## config.mk

```make
export PLATFORM = sky130hd
export DESIGN_NAME = vga_frame_reader
export DESIGN_NICKNAME = d
export VERILOG_FILES = /design/src/rtl/vga_frame_reader.sv
export SDC_FILE = /design/constraint.sdc
export NUM_CORES = 1
export LEC_CHECK = 0
export CORE_MARGIN = 2
export CORE_UTILIZATION = 35
export DETAILED_ROUTE_END_ITERATION = 6
export MAX_ROUTING_LAYER = met4
export SLEW_MARGIN = 5
export SYNTH_ARGS = -nofsm -noshare
export SYNTH_HDL_FRONTEND = slang
export SYNTH_SLANG_ARGS = --single-unit
```

## constraint.sdc

```tcl
create_clock -name clk -period 10.75 [get_ports clk]
set_input_delay 3.225 -clock clk [delete_from_list [all_inputs] [get_ports clk]]
set_output_delay 3.225 -clock clk [all_outputs]
set_load 0.02 [all_outputs]
```

## src/rtl/vga_frame_reader.sv

```systemverilog
// vga_frame_reader: double-buffered 320x240 frame reader, 2x pixel/line doubled to 640x480; TEST_PATTERN_EN adds colour bars.
// Latency READ_LATENCY+2 cycles raster-in to rgb/sync-out; no backpressure, the raster free-runs and BRAM always answers.
module vga_frame_reader #(
  parameter int H_ACTIVE     = 640,
  parameter int V_ACTIVE     = 480,
  parameter int FB_WIDTH     = 320,
  parameter int FB_HEIGHT    = 240,
  parameter int READ_LATENCY = 2,
  parameter int PIX_W        = 12,
  parameter int ADDR_W       = 17
) (
  input  logic              clk,
  input  logic              reset,
  input  logic [10:0]       hcount,
  input  logic [9:0]        vcount,
  input  logic              hsync_in,
  input  logic              vsync_in,
  input  logic              blank_in,
  output logic [ADDR_W-1:0] rd_addr,
  output logic              rd_bank,
  input  logic [PIX_W-1:0]  rd_data,
  input  logic              swap_req,
  output logic              swap_ack,
  input  logic              test_mode,
  output logic [PIX_W-1:0]  vga_rgb,
  output logic              hsync_out,
  output logic              vsync_out,
  output logic              blank_out
);

  localparam int PIPE  = READ_LATENCY + 2;
  localparam int ROW_W = 18;
  localparam int COL_W = 10;

  localparam logic [10:0]      H_ACT  = 11'(H_ACTIVE);
  localparam logic [9:0]       V_ACT  = 10'(V_ACTIVE);
  localparam logic [8:0]       FB_H   = 9'(FB_HEIGHT);
  localparam logic [ROW_W-1:0] ROW_INC = ROW_W'(FB_WIDTH);

  // Row base from a halved line number using shifts and adds only; used when
  // the raster jumps (reset release, non-contiguous vcount).
  function automatic logic [ROW_W-1:0] row_seed(input logic [8:0] r);
    logic [ROW_W-1:0] acc;
    acc = '0;
    for (int i = 0; i < ROW_W; i++) begin
      if (FB_WIDTH[i]) acc = acc + (ROW_W'(r) << i);
    end
    return acc;
  endfunction

  logic [10:0]      h_q;
  logic [9:0]       v_q;
  logic [COL_W-1:0] col_q, col;
  logic [ROW_W-1:0] row_q, row;
  logic             active;

  always_comb begin
    col = col_q;
    row = row_q;
    if (hcount == 11'd0)
      col = '0;
    else if (hcount == h_q + 11'd1)
      col = hcount[0] ? col_q : col_q + COL_W'(1);
    else
      col = hcount[10:1];

    if (vcount == 10'd0)
      row = '0;
    else if (vcount == v_q)
      row = row_q;
    else if (vcount == v_q + 10'd1)
      row = vcount[0] ? row_q : row_q + ROW_INC;
    else
      row = row_seed(vcount[9:1]);

    active = (hcount < H_ACT) && (vcount < V_ACT) && (vcount[9:1] < FB_H);
  end

  always_ff @(posedge clk) begin
    if (reset) begin
      h_q     <= '0;
      v_q     <= '0;
      col_q   <= '0;
      row_q   <= '0;
      rd_addr <= '0;
    end else begin
      h_q     <= hcount;
      v_q     <= vcount;
      col_q   <= col;
      row_q   <= row;
      rd_addr <= active ? ADDR_W'(row + ROW_W'(col)) : '0;
    end
  end

  // Stage k of each delay line holds the raster point from k+1 cycles ago.
  logic [PIPE-1:0] hs_d, vs_d, bl_d;

  always_ff @(posedge clk) begin
    if (reset) begin
      hs_d <= '1;
      vs_d <= '1;
      bl_d <= '1;
    end else begin
      hs_d <= {hs_d[PIPE-2:0], hsync_in};
      vs_d <= {vs_d[PIPE-2:0], vsync_in};
      bl_d <= {bl_d[PIPE-2:0], blank_in};
    end
  end

  assign hsync_out = hs_d[PIPE-1];
  assign vsync_out = vs_d[PIPE-1];
  assign blank_out = bl_d[PIPE-1];

  logic [PIX_W-1:0] pix_src;

`ifdef TEST_PATTERN_EN
  localparam logic [10:0] BAR_W = 11'(H_ACTIVE / 8);

  function automatic logic [PIX_W-1:0] bar_colour(input logic [10:0] h);
    if      (h < BAR_W * 11'd1) return PIX_W'(12'hFFF);
    else if (h < BAR_W * 11'd2) return PIX_W'(12'hFF0);
    else if (h < BAR_W * 11'd3) return PIX_W'(12'h0FF);
    else if (h < BAR_W * 11'd4) return PIX_W'(12'h0F0);
    else if (h < BAR_W * 11'd5) return PIX_W'(12'hF0F);
    else if (h < BAR_W * 11'd6) return PIX_W'(12'hF00);
    else if (h < BAR_W * 11'd7) return PIX_W'(12'h00F);
    else                        return PIX_W'(12'h000);
  endfunction

  // {select, colour} travels alongside the BRAM read so bars share its latency.
  logic [PIPE-2:0][PIX_W:0] tp_d;

  always_ff @(posedge clk) begin
    if (reset) tp_d <= '0;
    else       tp_d <= {tp_d[PIPE-3:0], {test_mode, bar_colour(hcount)}};
  end

  always_comb begin
    pix_src = rd_data;
    if (tp_d[PIPE-2][PIX_W]) pix_src = tp_d[PIPE-2][PIX_W-1:0];
  end
`else
  logic unused_test_mode;
  assign unused_test_mode = test_mode;

  always_comb begin
    pix_src = rd_data;
  end
`endif

  always_ff @(posedge clk) begin
    if (reset)               vga_rgb <= '0;
    else if (bl_d[PIPE-2])   vga_rgb <= '0;
    else                     vga_rgb <= pix_src;
  end

  // Bank swap: only on a vsync falling edge, so the displayed bank is stable for a whole frame.
  typedef enum logic [1:0] {S_IDLE, S_PEND, S_SWAP} swap_state_t;

  swap_state_t state;
  logic        vs_q;
  logic        vs_fall;

  always_ff @(posedge clk) begin
    vs_q <= vsync_in;
  end

  assign vs_fall = vs_q & ~vsync_in;

  always_ff @(posedge clk) begin
    if (reset) begin
      state    <= S_IDLE;
      rd_bank  <= 1'b0;
      swap_ack <= 1'b0;
    end else begin
      swap_ack <= 1'b0;
      case (state)
        S_IDLE: begin
          if (swap_req) begin
            if (vs_fall) begin
              state    <= S_SWAP;
              rd_bank  <= ~rd_bank;
              swap_ack <= 1'b1;
            end else begin
              state <= S_PEND;
            end
          end
        end
        S_PEND: begin
          if (!swap_req) begin
            state <= S_IDLE;
          end else if (vs_fall) begin
            state    <= S_SWAP;
            rd_bank  <= ~rd_bank;
            swap_ack <= 1'b1;
          end
        end
        S_SWAP:  state <= S_IDLE;
        default: state <= S_IDLE;
      endcase
    end
  end

endmodule

```

* Yosys cells after proc, flatten, opt, wreduce, memory -nomap -nowiden
Cells that the tools add are included.
** Storage, ports and cells
- Register bits after elaboration :: 95
- Bits in latches :: 0
- Bits in writable memories :: 0
- Memory bits (read-only) :: 0
- Input port bits :: 40
- Memories kept :: 0
** Operators by class
- $add $sub $neg :: 6
- $mul :: 0
- Divide/modulo/power cells :: 0
- $lt $le $gt $ge :: 3
- Equality and inequality tests :: 6
- Shift operators :: 0
- Mux-type cells :: 16
- Bitwise gates (word level) :: 6
- Reduce and logical (&&, ||, !) cells :: 11
** Operators by type and width (number)
- two-way mux 18 bit :: 7
- two-way mux 10 bit :: 3
- adder 10 x 1 -> 10 bit, second input constant :: 2
- == test 10 bit :: 2
- adder 18 x 17 -> 18 bit :: 1
- adder 18 x 9 -> 18 bit, second input constant :: 1
- adder 17 x 10 -> 17 bit :: 1
- adder 11 x 1 -> 11 bit, second input constant :: 1
- == test 11 bit :: 1
- zero test 11 bit :: 1
- < comparator 11 x 10 -> 1 bit, second input constant :: 1
- zero test 10 bit :: 1
- < comparator 10 x 9 -> 1 bit, second input constant :: 1
- < comparator 9 x 8 -> 1 bit, second input constant :: 1
- two-way mux 2 bit :: 4
- OR reduction 2 bit :: 3
- inverter 1 bit :: 5
- one-hot mux 2 bit (2 select lines) :: 1
- != test 3 bit, second input constant :: 1
- AND reduction 3 bit :: 1
- OR reduction 3 bit :: 1
- == test 2 x 1 -> 1 bit, second input constant :: 1
- logical AND 1 bit :: 2
- zero test 2 bit :: 1
- other kinds (4) :: 4

* Longest topological paths before layout
Gate-level depths: netlist of the first run.
- Depth in word-level cells :: 10
- Depth in mapped cells :: 22
- Mapped depth without buffers :: 21

* Least setup slack after synthesis of the first run
Ideal clock, no wire load.
- Path kind :: input to register
- Start point :: input vcount[9]
- End point :: register rd_addr[15]
- Arrival :: 7406 ps
- Slack :: 3221 ps
- Stages :: 19
- Buffers on the path :: 3
- Path through :: clkbuf_1 > xor2_1 > or4_1 > a32oi_1 > or4b_1 > buf_2 > clkbuf_1 > a21oi_1 > and2_1 > ha_1 > a21o_1 > a21oi_1 > o21bai_1 > a2111oi_0 > o31ai_1 > nor2_1 > or4_1 > nor3_2 > mux2_1
** Between the ends
- Elaborated cells between the ends (all ways) :: 17
- Classes of those cells :: 2 x add/sub; 2 x order compare; 2 x eq/ne; 6 x mux; 1 x bitwise; 4 x reduce/logical
** RTL lines
- from (decl) :: line 15 : input logic [9:0] vcount,
- == test 10 bit :: line 71 : else if (vcount == v_q + 10'd1)
- two-way mux 18 bit :: line 71
- two-way mux 18 bit :: line 69 : else if (vcount == v_q)
- two-way mux 18 bit (*) :: line 67 : if (vcount == 10'd0)
- via row[1] :: line 54 : logic [ROW_W-1:0] row_q, row;
- adder 17 x 10 -> 17 bit (*) :: line 91 : rd_addr <= active ? ADDR_W'(row + ROW_W'(col)) : '0;
- to (signal assigned) :: line 91
- to (decl) :: line 19 : output logic [ADDR_W-1:0] rd_addr,
The timed path passes the listed nets; every way through them passes the cells marked *. The select of a mux whose other input is x is not followed.
A chain may end at the register's enable or synchronous reset.

* Final worst setup path of the first run
Same ends and word-level chain as after synthesis.

==> results of run 1 <==
## Yosys cell counts, types with 5 or more instances
cell type and n:
dfxtp_1 93, mux2i_1 13, o21bai_1 5, nor4_1 9
nor3_1 26, and2_1 22, xor2_1 19, nor2b_1 28
nand3_1 21, clkbuf_1 18, ha_1 21, inv_1 9
a21o_1 6, nor2_1 64, nand2_1 25, o21ai_0 19
xnor2_1 35, nand4_1 11, or3_1 7, or2_2 13
a21oi_1 21
## routing by layer
metal / vias to the layer above / GRT usage (%)
li1: 2060 / -
met1: 1888 / 21.7
met2: 90 / 25.0
met3: 19 / 4.51
met4: 0 / 6.61
met5: - / -
## power groups by stage
stage / logic [uW] / clock network, uW / registers [uW]
after floorplan: 89.3 / 0 / 380
after global placement: 136 / 0 / 379
after detailed placement: 138 / 0 / 379
after CTS: 139 / 307 / 372
after global routing: 155 / 319 / 374
final: 139 / 298 / 372
## final cells by class
class | count | share of cell area [%]
tap | 176 | 3.69
sequential | 93 | 31.2
inverter | 9 | 0.565
clock inverter | 3 | 0.377
timing repair buffer | 76 | 12.5
clock buffer | 11 | 4.23
multi-input combinational | 428 | 47.5
## path summary, 6_finish.rpt
path / endpoint / slack (ns) / cells after the start
max reg2reg: rd_addr[15]$_SDFF_PP0_ / 5.22 / 17
min reg2reg: hs_d[2]$_SDFF_PP1_ / 0.41 / 1
max: rd_addr[15]$_SDFF_PP0_ / 2.23 / 17
min: hs_d[2]$_SDFF_PP1_ / 0.41 / 1
## worst register-to-register path: cells and delay by family, from the launching register on
family                     cells  cell delay, ns
DFF                            1            0.37
AOI/OAI and AO/OA              7            2.24
adders and majority gates      2            0.52
muxes                          1            0.32
and+or+nand+nor                7            1.97
## registers in the layout, indices dropped and copies added (netlist names), 4 cells and up
register  cells
rd_addr      17
row_q        17
vga_rgb      12
h_q          11
col_q        10
v_q          10
bl_d          4
hs_d          4
vs_d          4
## layout by cell type, fill, tap and decap left out, types with 7 or more instances in the layout
cell	n
xor2_1	19
mux2i_1	13
and2_1	22
nand2_1	25
nand4_1	11
nor2b_1	28
nand3_1	21
inv_1	9
xnor2_1	35
nor3_1	26
or2_2	13
o21ai_0	19
nor2_1	64
a21oi_1	21
clkbuf_16	9
nor4_1	8
or3_1	7
clkdlybuf4s50_1	71
ha_1	21
dfxtp_1	93
## logic make-up after synthesis
group | Yosys count
AND/OR/NAND/NOR | 255
flip-flops | 93
AO/OA/AOI/OAI | 79
XOR/XNOR | 54
buffers and inverters | 31
adder cells (fa/ha/maj) | 23
multiplexers | 17
## stage by stage
step                      util, %  instance area, sq um  instances  power, uW
after global placement       42.7                  5700        782        515
final                        44.8                  5980        796        809
after detailed placement     42.7                  5700        782        517
after CTS                    44.8                  5980        796        818
after global routing         44.8                  5980        796        848
after floorplan                 -                  4810        552        469
==> flow_metrics.env, run 1 <==
export IMPL_setup_slack_ns=2.23
export IMPL_grt_max_degree=64
export IMPL_finalCritPeriodShare_pct=79.3
export IMPL_wl_met3_microns=606
export IMPL_critPathRequiredTime_ns=10.98
export IMPL_ctsHoldBuffers=0
export IMPL_globalplace_congestion=0.846
export IMPL_placementRows=42
export IMPL_path_class="input pin to flop"
export IMPL_drtIter0Drc=226
export IMPL_setup_viol=0
export IMPL_path_clk_slew_ns=0.06
export IMPL_antenna_found_initial=0
export IMPL_fmax_ghz=0.117
export IMPL_netlist_instances=552
export IMPL_cp_num_buf_inv=1
export IMPL_avgSynthCellArea_sq_um=8.71
export IMPL_cell_internal_pwr_uw=591
export IMPL_place_hpwl_mm=8.22
export IMPL_ioPinCount=74
export IMPL_cts_sinks=93
export IMPL_synthXorXnorAreaFrac_pct=9.83
export IMPL_cp_start_kind="input pin"
export IMPL_synth_top_family_by_area="simple AND/OR/NAND/NOR gates"
export IMPL_grt_usage_pct=16.8
export IMPL_antenna_left=0
export IMPL_overflow=0
export IMPL_relSlewSlack_pct=36.3
export IMPL_p_leak_uw=0.00228
export IMPL_sequentialPowerShare_pct=46.0
export IMPL_yosysTopAreaCell="dfxtp_1"
export IMPL_maxSlewViolCount=0
export IMPL_synth_enable_flop_cells=0
export IMPL_maxCapViolCount=0
export IMPL_wl_mm=11.4
export IMPL_critical_path_startpoint="vcount[9]"
export IMPL_start_util_pct=36.0
export IMPL_root_buffer="clkbuf_16"
export IMPL_cp_arrival_ns=8.75
export IMPL_period_needed_ns=8.52
export IMPL_p_sw_uw=217
export IMPL_cts_setup_buffers=0
export IMPL_grt_pass1_wl_mm=19.2
export IMPL_cts_max_level=3
export IMPL_tns_ns=0
export IMPL_cts_resized=0
export IMPL_synth_warning_count=0
export IMPL_tritoncts="done"
export IMPL_fp_dieH_microns=121
export IMPL_crit_family="compound AO/OA/AOI/OAI gates"
export IMPL_drt_vias_per_instance=5.10
export IMPL_synth_distinct_cells=59
export IMPL_power_frac_comb_pct=17.2
export IMPL_hold_viol_final=0
export IMPL_max_stage_delay_ns=0.76
export IMPL_vias=4057
export IMPL_rsz0062_at_grt="false"
export IMPL_synth_top_area_share_pct=38.7
export IMPL_clock_latency_ns=0.35
export IMPL_critical_path_cell_chain="clkdlybuf4s50_1 > xor2_1 > or4_1 > a32oi_1 > or4b_1 > a21oi_1 > and2_1 > ha_1 > a21o_1 > a21oi_1 > o21bai_1 > a2111oi_0 > o31ai_1 > nor2_1 > or4_1 > nor3_2 > mux2_1"
export IMPL_fp_dieW_microns=121
export IMPL_final_nets=680
export IMPL_cp_end_kind="flop"
export IMPL_synthTopCellsByArea="dfxtp_1 39%, xnor2_1 6.4%, ha_1 5.5%, nor2_1 5.0%, nor2b_1 3.6%"
export IMPL_ir_worst_vdd_mv=0.108
export IMPL_drc=0
export IMPL_grt_pass1_vias=4022
export IMPL_n_fill_cell=1329
export IMPL_multi_input_area_sq_um=2840
export IMPL_synth_fp_nets=615
export IMPL_synth_adder_area_share_pct=6.30
export IMPL_syn2layout_area_growth_pct=24.2
export IMPL_clockBufferDepth=2
export IMPL_dr_pass1_iters=5
export IMPL_skew_ns=0.00787
export IMPL_tightest_slew_ns=0.952
export IMPL_cp_slowest_cell="or4b_1"
export IMPL_synth_area_sq_um=4810
export IMPL_met1_length_mm=5.52
export IMPL_hold_path_class="flop to flop"
export IMPL_r2r_start="v_q[0]$_SDFF_PP0_"
export IMPL_synth_seq_cells=93
export IMPL_worstHoldStart="hs_d[1]$_SDFF_PP1_"
export IMPL_routed_top_layer="met4"
export IMPL_numCtsBuffers=9
export IMPL_coreArea_sq_um=13300
export IMPL_worstPathMaxFanout=16
export IMPL_hold_ws_ns=0.409
export IMPL_ys_flop_type="dfxtp_1"
export IMPL_yosysSeqAreaShare_pct=38.7
export IMPL_synth_mux_area_share_pct=3.64
export IMPL_n_antenna_cell=0
export IMPL_routed_wl_met2_mm=4.99
export IMPL_die_area_sq_um=14700
export IMPL_synth_compound_area_share_pct=10.7
export IMPL_synthSimpleGateAreaFrac_pct=28.3
export IMPL_status="complete, no violations"
export IMPL_seq_area_sq_um=1860
export IMPL_dp_slack_ns=1.84
export IMPL_portBuffers=72
export IMPL_clkPwrFrac_pct=36.8
export IMPL_drt_wirelength_per_cell_microns=14.3
export IMPL_p_sw_share_pct=26.9
export IMPL_power_density_nw_per_um2=135
export IMPL_drive_gt1_share_pct=6.77
export IMPL_synthArstFlopShare_pct=0
(Power assumes the default switching activity.)
==> inputs of run 2 (changes only) <==
==> constraint.sdc (replaced) <==
create_clock -name clk -period 7.9 [get_ports clk]
set_input_delay 2.37 -clock clk [delete_from_list [all_inputs] [get_ports clk]]
set_output_delay 2.37 -clock clk [all_outputs]
set_load 0.02 [all_outputs]
==> run 2 against run 1 <==
Critical path depth is the same. Worst hold slack lost 0.0018 ns. Core utilization grew 0.48 points. Cell area grew 1.1%. Register-to-register slack lost 2.6 ns. Combinational power grew 38%. Clock skew is essentially flat. Via count grew 1.1%. Critical endpoint unchanged. Largest cell class unchanged. Largest power group unchanged. Highest routed layer unchanged.
==> flow_metrics.env, run 2 (synthesized netlist as in run 1, its figures left out) <==
export IMPL_worstHoldStart="bl_d[0]$_SDFF_PP1_"
export IMPL_rsz0062_at_grt="false"
export IMPL_power_density_nw_per_um2=186
export IMPL_worstHoldPathCells=1
export IMPL_root_buffer="clkbuf_16"
export IMPL_tightest_slew_ns=0.762
export IMPL_p_sw_share_pct=28.2
export IMPL_grt_usage_pct=17.2
export IMPL_drive_gt1_share_pct=7.95
export IMPL_antenna_left=0
export IMPL_hold_viol_final=0
export IMPL_drt_vias_per_instance=5.09
export IMPL_maxSlewViolCount=0
export IMPL_power_frac_comb_pct=17.1
export IMPL_reg_top3="rd_addr: 17 flops, row_q: 17 flops, vga_rgb: 12 flops"
export IMPL_vias=4101
export IMPL_r2r_start="v_q[1]$_SDFF_PP0_"
export IMPL_ioPinCount=74
export IMPL_place_hpwl_mm=8.51
export IMPL_n_antenna_cell=0
export IMPL_syn2layout_area_growth_pct=25.6
export IMPL_portBuffers=72
export IMPL_dp_slack_ns=0.313
export IMPL_fp_dieW_microns=121
export IMPL_grt_pass1_wl_mm=19.6
export IMPL_tns_ns=0
export IMPL_dr_pass1_iters=6
export IMPL_grt_pass1_vias=4123
export IMPL_p_sw_uw=317
export IMPL_overflow=0
export IMPL_ctsHoldBuffers=0
export IMPL_place_area_sq_um=5750
export IMPL_critical_path_startpoint="vcount[5]"
export IMPL_ir_worst_vdd_mv=0.107
export IMPL_start_util_pct=36.0
export IMPL_clock_latency_ns=0.35
export IMPL_period_needed_ns=7.23
export IMPL_grt_max_degree=64
export IMPL_globalplace_congestion=0.873
export IMPL_cp_arrival_ns=7.46
export IMPL_path_class="input pin to flop"
export IMPL_layout_commonest_cell="dfxtp_1"
export IMPL_numCtsBuffers=9
export IMPL_worstPathMaxFanout=8
export IMPL_coreArea_sq_um=13300
export IMPL_cts_max_level=3
export IMPL_fmax_ghz=0.138
export IMPL_cts_sinks=93
export IMPL_drt_wirelength_per_cell_microns=14.6
export IMPL_cp_start_kind="input pin"
export IMPL_p_leak_uw=0.00231
export IMPL_layout_common_cells="93 x dfxtp_1, 71 x clkdlybuf4s50_1, 64 x nor2_1"
export IMPL_maxCapViolCount=0
export IMPL_skew_ns=0.00793
export IMPL_cp_end_kind="flop"
export IMPL_drc=0
export IMPL_cts_resized=0
export IMPL_hold_path_class="flop to flop"
export IMPL_relSlewSlack_pct=49.0
export IMPL_cell_internal_pwr_uw=806
export IMPL_clockBufferDepth=2
export IMPL_fin_area_sq_um=6040
export IMPL_clkPwrFrac_pct=37.9
export IMPL_tritoncts="done"
export IMPL_wl_mm=11.7
export IMPL_cts_setup_buffers=0
export IMPL_final_nets=687
export IMPL_fp_dieH_microns=121
export IMPL_path_clk_slew_ns=0.07
export IMPL_status="complete, no violations"
export IMPL_die_area_sq_um=14700
export IMPL_drtIter0Drc=241
export IMPL_setup_viol=0
export IMPL_setup_slack_ns=0.666
export IMPL_critPathRequiredTime_ns=8.13
export IMPL_placementRows=42
export IMPL_sequentialPowerShare_pct=45.0
export IMPL_finalCritPeriodShare_pct=91.6
export IMPL_antenna_found_initial=0
export IMPL_reg2reg_depth=17
## run 2: cell type report
type / instances / area, sq um
Clock buffer: 10 / 239
Clock inverter: 6 / 52.6
Fill cell: 1312 / 7310
Inverter: 9 / 33.8
Multi-Input combinational cell: 428 / 2830
Sequential cell: 93 / 1860
Tap cell: 176 / 220
Timing Repair Buffer: 83 / 798
## run 2: routing by layer
metal / vias up / part of all wire [%] / global-route usage (%)
met5: - / 0 / -
met4: 0 / 1.8 / 6.47
met3: 14 / 4.4 / 3.29
met2: 94 / 45 / 27.0
met1: 1919 / 49 / 21.9
li1: 2074 / - / -
## run 2: final timing paths
path	to	slack, ns
min	bl_d[1]$_SDFF_PP1_	0.41
max reg2reg	rd_addr[15]$_SDFF_PP0_	2.65
min reg2reg	bl_d[1]$_SDFF_PP1_	0.41
max	rd_addr[15]$_SDFF_PP0_	0.67
## run 2: power groups by stage
stage	Sequential, uW	Clock, uW	Combinational, uW
6_report	506	425	192
5_1_grt	508	461	213
4_1_cts	506	438	192
3_5_place_dp	516	0	190
3_3_place_gp	516	0	187
2_1_floorplan	517	0	121
## run 2: worst max-delay path, stage by stage
cell and delay, ns:
clkdlybuf4s50_1 0.59, xnor2_1 0.14, or3_1 0.41, o21a_1 0.31, or4b_1 0.60, a21oi_1 0.43, and2_1 0.27, ha_1 0.26
a21o_1 0.16, a21oi_1 0.24, o21bai_1 0.12, a2111oi_0 0.58, o31ai_1 0.21, nor2_1 0.24, or4_1 0.16, nor3_2 0.04
mux2_1 0.33
## run 2: through the flow
stage / instances / hold WS [ns] / power, uW / util [%]
floorplan: 552 / 0.389 / 639 / -
finish: 805 / 0.408 / 1120 / 45.2
CTS: 805 / 0.409 / 1140 / 45.2
global route: 805 / 0.425 / 1180 / 45.2
detailed placement: 789 / 0.392 / 707 / 43.1
global placement: 789 / 0.392 / 702 / 43.1
==> inputs of run 3 (changes only) <==
--- a/config.mk
+++ b/config.mk
@@ -5,6 +5,7 @@
 export SDC_FILE = /design/constraint.sdc
 export NUM_CORES = 1
 export LEC_CHECK = 0
+export CAP_MARGIN = 30
 export CORE_MARGIN = 2
 export CORE_UTILIZATION = 35
 export DETAILED_ROUTE_END_ITERATION = 6
==> results of run 3 <==
Same layout as run 2: the final DEF is identical, and so are final timing and power.
